[config.mk]
export PLATFORM = sky130hd
export DESIGN_NAME = input_port_rx
export DESIGN_NICKNAME = d
export VERILOG_FILES = /design/src/rtl/input_port_rx.sv
export SDC_FILE = /design/constraint.sdc
export NUM_CORES = 1
export LEC_CHECK = 0
export CORE_MARGIN = 10
export CORE_UTILIZATION = 55
export CTS_BUF_LIST = sky130_fd_sc_hd__clkbuf_4
export CTS_CLUSTER_DIAMETER = 120
export DETAILED_ROUTE_END_ITERATION = 16
export PLACE_DENSITY = 0.83
export SYNTH_ARGS = -nofsm -noshare
export SYNTH_HDL_FRONTEND = slang
export SYNTH_SLANG_ARGS = --single-unit
[constraint.sdc]
create_clock -name clk -period 3.55 [get_ports clk]
set_clock_uncertainty 0.2 [all_clocks]
set_input_delay 0.5325 -clock clk [delete_from_list [all_inputs] [get_ports clk]]
set_output_delay 0.5325 -clock clk [all_outputs]
set_load 0.02 [all_outputs]
[src/rtl/input_port_rx.sv]
// Serial input device: 8N1 receiver feeding a small FIFO whose head byte is INPR, with FGI as the input flag.
// Latency: a byte appears on INPR/FGI one cycle after its stop-bit sample, ~155 clk after the start edge at the pin.
// Backpressure: none toward the line; a byte arriving while full (and not popped that cycle) is dropped and sets overrun.
//
// Ports:
//   clk, rst             rising-edge clock, synchronous active-high reset
//   rx_serial            asynchronous serial line, idles high
//   inp_ack              one-cycle pop strobe from the CPU's INP instruction
//   err_clr              clears the sticky overrun / frame_err flags
//   INPR                 registered FIFO head byte, 0 when empty
//   FGI                  registered "FIFO non-empty" flag
//   overrun, frame_err   sticky error flags
module input_port_rx #(
  parameter int CLKS_PER_BIT = 16,
  parameter int FIFO_DEPTH   = 4,
  parameter int DATA_W       = 8
) (
  input  logic              clk,
  input  logic              rst,
  input  logic              rx_serial,
  input  logic              inp_ack,
  input  logic              err_clr,
  output logic [DATA_W-1:0] INPR,
  output logic              FGI,
  output logic              overrun,
  output logic              frame_err
);

  localparam int CNT_W = $clog2(CLKS_PER_BIT);
  localparam int BIT_W = (DATA_W > 1) ? $clog2(DATA_W) : 1;
  localparam int PTR_W = $clog2(FIFO_DEPTH);

  localparam logic [CNT_W-1:0] HALF_LAST = CNT_W'(CLKS_PER_BIT / 2 - 1);
  localparam logic [CNT_W-1:0] BIT_LAST  = CNT_W'(CLKS_PER_BIT - 1);
  localparam logic [BIT_W-1:0] LAST_BIT  = BIT_W'(DATA_W - 1);
  localparam logic [PTR_W:0]   FULL_CNT  = (PTR_W + 1)'(FIFO_DEPTH);
  localparam logic [PTR_W:0]   ONE_CNT   = (PTR_W + 1)'(1);

  typedef enum logic [1:0] {IDLE, START, DATA, STOP} state_t;

  // ---------------------------------------------------------------------------
  // Two-flop synchroniser; resets to the idle (high) line level so a reset
  // never looks like a start edge.
  // ---------------------------------------------------------------------------
  logic rx_meta;
  logic rx_s;

  always_ff @(posedge clk) begin
    if (rst) begin
      rx_meta <= 1'b1;
      rx_s    <= 1'b1;
    end else begin
      rx_meta <= rx_serial;
      rx_s    <= rx_meta;
    end
  end

  // ---------------------------------------------------------------------------
  // Receive FSM. The start bit is re-checked at its midpoint; from there every
  // later sample lands one full bit period on, i.e. near each bit's centre.
  // ---------------------------------------------------------------------------
  state_t            state;
  logic [CNT_W-1:0]  cnt;
  logic [BIT_W-1:0]  bit_idx;
  logic [DATA_W-1:0] shreg;

  always_ff @(posedge clk) begin
    if (rst) begin
      state   <= IDLE;
      cnt     <= '0;
      bit_idx <= '0;
      shreg   <= '0;
    end else begin
      case (state)
        IDLE: begin
          if (!rx_s) begin
            state <= START;
            cnt   <= '0;
          end
        end
        START: begin
          if (cnt == HALF_LAST) begin
            cnt     <= '0;
            bit_idx <= '0;
            // A line that has gone high again by mid-start-bit was a glitch.
            state   <= rx_s ? IDLE : DATA;
          end else begin
            cnt <= cnt + 1'b1;
          end
        end
        DATA: begin
          if (cnt == BIT_LAST) begin
            cnt   <= '0;
            shreg <= {rx_s, shreg[DATA_W-1:1]};  // LSB arrives first
            if (bit_idx == LAST_BIT) begin
              state <= STOP;
            end else begin
              bit_idx <= bit_idx + 1'b1;
            end
          end else begin
            cnt <= cnt + 1'b1;
          end
        end
        STOP: begin
          if (cnt == BIT_LAST) begin
            cnt   <= '0;
            state <= IDLE;
          end else begin
            cnt <= cnt + 1'b1;
          end
        end
        default: state <= IDLE;
      endcase
    end
  end

  // Stop-bit sample cycle: the completed byte is pushed or flagged right here.
  logic stop_sample;
  logic push_req;
  logic ferr_set;

  assign stop_sample = (state == STOP) && (cnt == BIT_LAST);
  assign push_req    = stop_sample && rx_s;
  assign ferr_set    = stop_sample && !rx_s;

  // ---------------------------------------------------------------------------
  // FIFO with a registered head (INPR). A pop frees a slot in the same cycle,
  // so a push that coincides with a pop is accepted even when full.
  // ---------------------------------------------------------------------------
  logic [DATA_W-1:0] mem [FIFO_DEPTH];
  logic [PTR_W-1:0]  wr_ptr;
  logic [PTR_W-1:0]  rd_ptr;
  logic [PTR_W-1:0]  rd_next;
  logic [PTR_W:0]    count;
  logic [PTR_W:0]    count_nxt;
  logic [DATA_W-1:0] head_nxt;
  logic              pop;
  logic              push_ok;
  logic              overflow;

  assign pop      = inp_ack && (count != '0);
  assign push_ok  = push_req && ((count != FULL_CNT) || pop);
  assign overflow = push_req && (count == FULL_CNT) && !pop;
  assign rd_next  = rd_ptr + 1'b1;

  always_comb begin
    count_nxt = count;
    case ({push_ok, pop})
      2'b10:   count_nxt = count + 1'b1;
      2'b01:   count_nxt = count - 1'b1;
      default: count_nxt = count;
    endcase
  end

  // The head only moves on a pop, or when a byte lands in an empty FIFO.
  // When the popped entry was the last one, a simultaneous push becomes the
  // new head directly since it is not yet readable from mem.
  always_comb begin
    head_nxt = INPR;
    if (pop) begin
      if (count > ONE_CNT) begin
        head_nxt = mem[rd_next];
      end else if (push_ok) begin
        head_nxt = shreg;
      end else begin
        head_nxt = '0;
      end
    end else if (push_ok && (count == '0)) begin
      head_nxt = shreg;
    end
  end

  always_ff @(posedge clk) begin
    if (push_ok) begin
      mem[wr_ptr] <= shreg;
    end
  end

  always_ff @(posedge clk) begin
    if (rst) begin
      wr_ptr    <= '0;
      rd_ptr    <= '0;
      count     <= '0;
      INPR      <= '0;
      FGI       <= 1'b0;
      overrun   <= 1'b0;
      frame_err <= 1'b0;
    end else begin
      if (push_ok) begin
        wr_ptr <= wr_ptr + 1'b1;
      end
      if (pop) begin
        rd_ptr <= rd_next;
      end
      count     <= count_nxt;
      INPR      <= head_nxt;
      FGI       <= (count_nxt != '0);
      // A new error in the same cycle as err_clr wins.
      overrun   <= overflow | (overrun & ~err_clr);
      frame_err <= ferr_set | (frame_err & ~err_clr);
    end
  end

endmodule

==> out/results.tsv, run 1 <==
metric	value	unit
seqCellArea	1700	um2
power.density	547	nW/um2
post-dp-hpwl	3640	um
coreArea	5440	um2
avgSynthCellArea	11.9	um2
synthesis.nets	273	
mostFrequentLayoutCells	dfxtp_1, edfxtp_1, nor2_1	
critPathRequiredTime	3.67	ns
grt_max_degree	24	
relSlewSlack	0.570	
syn_inst	257	
worstMarginPinSlew	0.644	ns
ys_seq_area_frac	0.557	
power	1.82	mW
holdWs	0.223	ns
place_ws	1.09	ns
start_kind	flip-flop	
grt_first_pass_wirelength	8210	um
post_cts_resized	0	
antenna_found_initial	0	
ys_ff_latch	69	
synthToLayoutAreaGrowth	8.64	%
cts_setup_buffers	0	
worstSkewPairLatency	0.41	ns
synth.distinct_cells	49	
synth_xor_area_frac	0.0143	
clockBufferDepth	2	
synth_top_family_by_area	compound AO/OA/AOI/OAI gates	
antennaDiodeCount	0	
period_needed	2.30	ns
port_buffers	15	
dr.pass1.iters	4	
cp_max_fo	8	
setup_violations	0	
ys.flop_type	dfxtp_1	
multiInputGateArea	1210	um2
slew_viol_final	0	
finalHoldViolations	0	
max_freq	434	MHz
wl_per_cell	14.4	um
rsz0062_at_grt	no	
synth_compound_area_frac	0.134	
nets	285	
cts_buffers	9	
drive_gt1_frac	0.150	
hold_buffers	0	
routed_wl	4980	um
overflow	0	
io_pins	16	
drc	0	
root_buffer	clkbuf_4	
drtAntennaViolNets	0	
crit_type	flip-flop to flip-flop	
cts_tree	yes	
cts_sinks	69	
dr_total_vias	1928	
netlist_area	3060	um2
cts_htree_levels	3	
worstPathArrival	2.43	ns
period_share	0.649	
synthMuxAreaShare	0.0786	
drt_iter0_drc	72	
fin_cells	346	
outcome	complete, no violations	
dp.cells	330	
synthAdderAreaFrac	0.0450	
fin_tns_setup	0	ns
fin_ws	1.25	ns
die_w	94.5	um
p_leak	1.18	nW
dieHeight	94.5	um
grt_pass1_vias	1788	
vias_per_cell	5.57	
die_area	8940	um2
layout_commonest_cell	dfxtp_1	
ir_worst_vdd	0.279	mV
initial_core_util	0.562	
maxCapViolCount	0	
track_usage	0.118	
min-delay-path-class	flip-flop to flip-flop	
fill_cells	428	
synth-simple-area-share	0.125	
place.gp.congestion	0.810	
yosys_warnings	0	
clk_pin_slew_worst_paths	0.10	ns
rows	27	
synth-async-reset-ratio	0	
worstSetupEndpointType	flip-flop	
synth_edf_count	32	
critical path, cell delays in order, from the launching register on:
cell and delay, ns:
dfxtp_1 0.43, inv_1 0.14, ha_1 0.31, o31ai_2 0.40, and2_1 0.35, a22oi_1 0.15
a211oi_1 0.23
layer usage:
layer	up-vias	track usage	part of all wire
met1	910	0.139	0.45
met2	36	0.181	0.47
met4	0	0.0536	0.020
met5	-	0	0
li1	970	-	-
met3	12	0.0563	0.050
sequential cells by signal, indices dropped and copies added, names as in the netlist, named ones only:
| signal | flops |
|---|---|
| count | 3 |
| wr_ptr | 2 |
| INPR | 8 |
| mem | 32 |
| FGI | 1 |
| frame_err | 1 |
| shreg | 8 |
| cnt | 4 |
| state | 1 |
| bit_idx | 3 |
| rd_ptr | 2 |
| rx_meta | 1 |
| rx_s | 1 |
| overrun | 1 |
where the power goes:
group / leakage (nW) / internal, mW / switching (mW)
logic: 0.517 / 0.221 / 0.245
clock network: 0.0662 / 0.161 / 0.250
registers: 0.597 / 0.880 / 0.0594
stage by stage:
step	instance area [um2]	utilization
after detailed placement	3210	0.591
after CTS	3320	0.610
after global routing	3320	0.610
after global placement	3210	0.591
after floorplan	3060	-
final	3320	0.610
cell usage after synthesis, types with 2 or more instances:
library cell  instances  share of area
a22oi_1               8          0.020
mux2i_1               6          0.020
o211ai_1              2         0.0049
and3b_1               2         0.0057
inv_1                11          0.014
a21oi_1              14          0.023
nand2_1              16          0.020
nor2_1               28          0.034
and2_2                4         0.0098
buf_2                 3         0.0049
a211oi_1              9          0.022
ha_1                 11          0.045
and2_1                2         0.0041
o21ai_0              13          0.021
or2_2                 2         0.0041
buf_6                 4          0.015
xnor2_1               4          0.011
nor3b_1               3         0.0074
clkbuf_1              6         0.0074
nor3_1                3         0.0049
o21ai_2               2         0.0057
nand3_1               3         0.0049
edfxtp_1             32           0.31
dfxtp_1              37           0.24
mux4_2                8          0.059
cell families (layout without fill, tap and decap cells):
family | Yosys count | count (layout)
adder cells (fa/ha/maj) | 11 | 11
AND/OR/NAND/NOR | 73 | 73
multiplexers | 14 | 14
XOR/XNOR | 5 | 5
buffers and inverters | 27 | 44
AO/OA/AOI/OAI | 58 | 58
flip-flops | 69 | 69
cell type report:
class,instances,share of cell area
clock inverters,4,0.00528
multi-input cells,161,0.366
inverters,11,0.0124
well taps,72,0.0271
repair buffers,17,0.0498
flip-flops and latches,69,0.513
clock buffers,12,0.0271
final timing paths:
kind | startpoint | end | slack, ns | depth (start not counted)
setup reg to reg | count[1]$_SDFF_PP0_ | INPR[7]$_SDFFE_PP0P_ | 1.25 | 6
hold / removal | rx_meta$_SDFF_PP1_ | rx_s$_SDFF_PP1_ | 0.22 | 1
hold reg to reg | rx_meta$_SDFF_PP1_ | rx_s$_SDFF_PP1_ | 0.22 | 1
setup / recovery | count[1]$_SDFF_PP0_ | INPR[7]$_SDFFE_PP0P_ | 1.25 | 6
(Power assumes the default switching activity.)
==> inputs of run 2 (changes only) <==
Settings changed: PLACE_DENSITY 0.83 to 0.86.
Clock period 3.55 ns to 1.9 ns, I/O delays scaled along.
==> out/results.tsv, run 2 (synthesized netlist as in run 1, its figures left out) <==
metric	value	unit
clk_pin_slew_worst_paths	0.11	ns
p_leak	1.48	nW
layout_commonest_cell	buf_4	
power	3.83	mW
post_dp_cell_area	3420	um2
wl_per_cell	15.6	um
die_area	8940	um2
coreArea	5440	um2
max_freq	525	MHz
slew_viol_final	0	
die_w	94.5	um
overflow	0	
rows	27	
antenna_found_initial	0	
io_pins	16	
worstMarginPinSlew	0.435	ns
post-dp-hpwl	4060	um
setup_violations	1	
nets	319	
finalHoldViolations	0	
vias_per_cell	5.51	
cts_tree	yes	
routed_wl	5940	um
fin_area	3730	um2
top_register	mem	
violations	setup timing	
grt_max_degree	24	
drtAntennaViolNets	0	
rsz0062_at_grt	yes	
grt_first_pass_wirelength	9670	um
largest_reg_flops	32	
cts_sinks	69	
path_cells	ha_4 > ha_4 > nor3_2 > o211ai_1 > or4b_1 > a21oi_2	
fill_cells	364	
period_needed	1.91	ns
drive_gt1_frac	0.299	
track_usage	0.140	
worstSkewPairLatency	0.41	ns
outcome	complete, but fails checks	
cp_max_fo	2	
ir_worst_vdd	0.612	mV
final_util	0.686	
drc	0	
fin_ws	-0.00561	ns
drt_iter0_drc	123	
dr_total_vias	2094	
hold_buffers	0	
dieHeight	94.5	um
critPathRequiredTime	2.05	ns
initial_core_util	0.562	
root_buffer	clkbuf_4	
clockBufferDepth	2	
port_buffers	15	
worstSetupEndpointType	flip-flop	
worst_path_max_delay_cell	or4b_1	
cts_htree_levels	3	
grt_pass1_vias	2052	
power.density	1030	nW/um2
relSlewSlack	0.710	
synthToLayoutAreaGrowth	22.1	%
worstPathArrival	2.06	ns
period_share	1.00	
start_kind	flip-flop	
antennaDiodeCount	0	
max_stage_delay	0.55	ns
maxCapViolCount	0	
place.gp.congestion	0.805	
mostFrequentLayoutCells	buf_4, edfxtp_1, dfxtp_1	
cts_buffers	9	
cp_common_cell	ha_4	
crit_type	flip-flop to flip-flop	
min-delay-path-class	flip-flop to flip-flop	
dr.pass1.iters	5	
reg_top3	mem (32), INPR (8), shreg (8)	
==> run 2: cell types whose count changed in the layout (fill, tap and decap cells not counted), sizes merged <==
cell           delta
buf              +34
clkdlybuf4s50     -8
dlymetal6s2s      +7
clkbuf            -3
clkinvlp          +2
bufinv            +1
dlygate4sd2       +1
==> run 2: layout make-up <==
cell class	count	area [um2]	area share
clock buffer	9	67.6	0.0181
clock inverter	7	66.3	0.0178
inverter	11	41.3	0.0111
multi-input combinational	161	1310	0.350
sequential	69	1710	0.458
tap	72	90.1	0.0242
timing repair buffer	51	449	0.120
==> run 2: worst max-delay path, delay by kind of cell, from the launching register on <==
kind / cells / cell delay (ns)
compound gates: 2 / 0.27
fa+ha+maj: 2 / 0.31
flops: 1 / 0.35
simple gates: 2 / 0.70
==> run 2: worst paths after layout <==
kind | start | endpoint | slack [ns] | cells after the start
worst max-delay path | bit_idx[0]$_SDFFE_PP0P_ | bit_idx[0]$_SDFFE_PP0P_ | -0.006 | 6
worst min-delay path | rx_meta$_SDFF_PP1_ | rx_s$_SDFF_PP1_ | 0.22 | 1
worst min register to register | rx_meta$_SDFF_PP1_ | rx_s$_SDFF_PP1_ | 0.22 | 1
worst max register to register | bit_idx[0]$_SDFFE_PP0P_ | bit_idx[0]$_SDFFE_PP0P_ | -0.006 | 6
==> run 2: per-stage QoR <==
stage	TNS, ns	instances	hold WS (ns)	setup slack, ns
after floorplan	0	257	0.189	0.00775
after global placement	-0.110	357	0.194	-0.0688
after detailed placement	-0.946	357	0.196	-0.105
after CTS	0	375	0.221	0.000463
after global routing	-0.337	380	0.232	-0.0958
final	-0.00561	380	0.220	-0.00561
==> run 2: per-layer routing <==
layer	global-route usage	share of wire
met1	0.164	0.42
met2	0.227	0.51
met3	0.0547	0.046
met4	0.0561	0.016
met5	0	0
==> run 2: power breakdown <==
group | switching (mW) | internal [mW]
clock network | 0.515 | 0.391
registers | 0.0880 | 1.65
logic | 0.583 | 0.602
==> run 2: repair_timing <==
item,in CTS,in global routing
pin swaps,4,15
setup endpoints to repair,44,22
buffers inserted,2,5
resized for setup,8,22
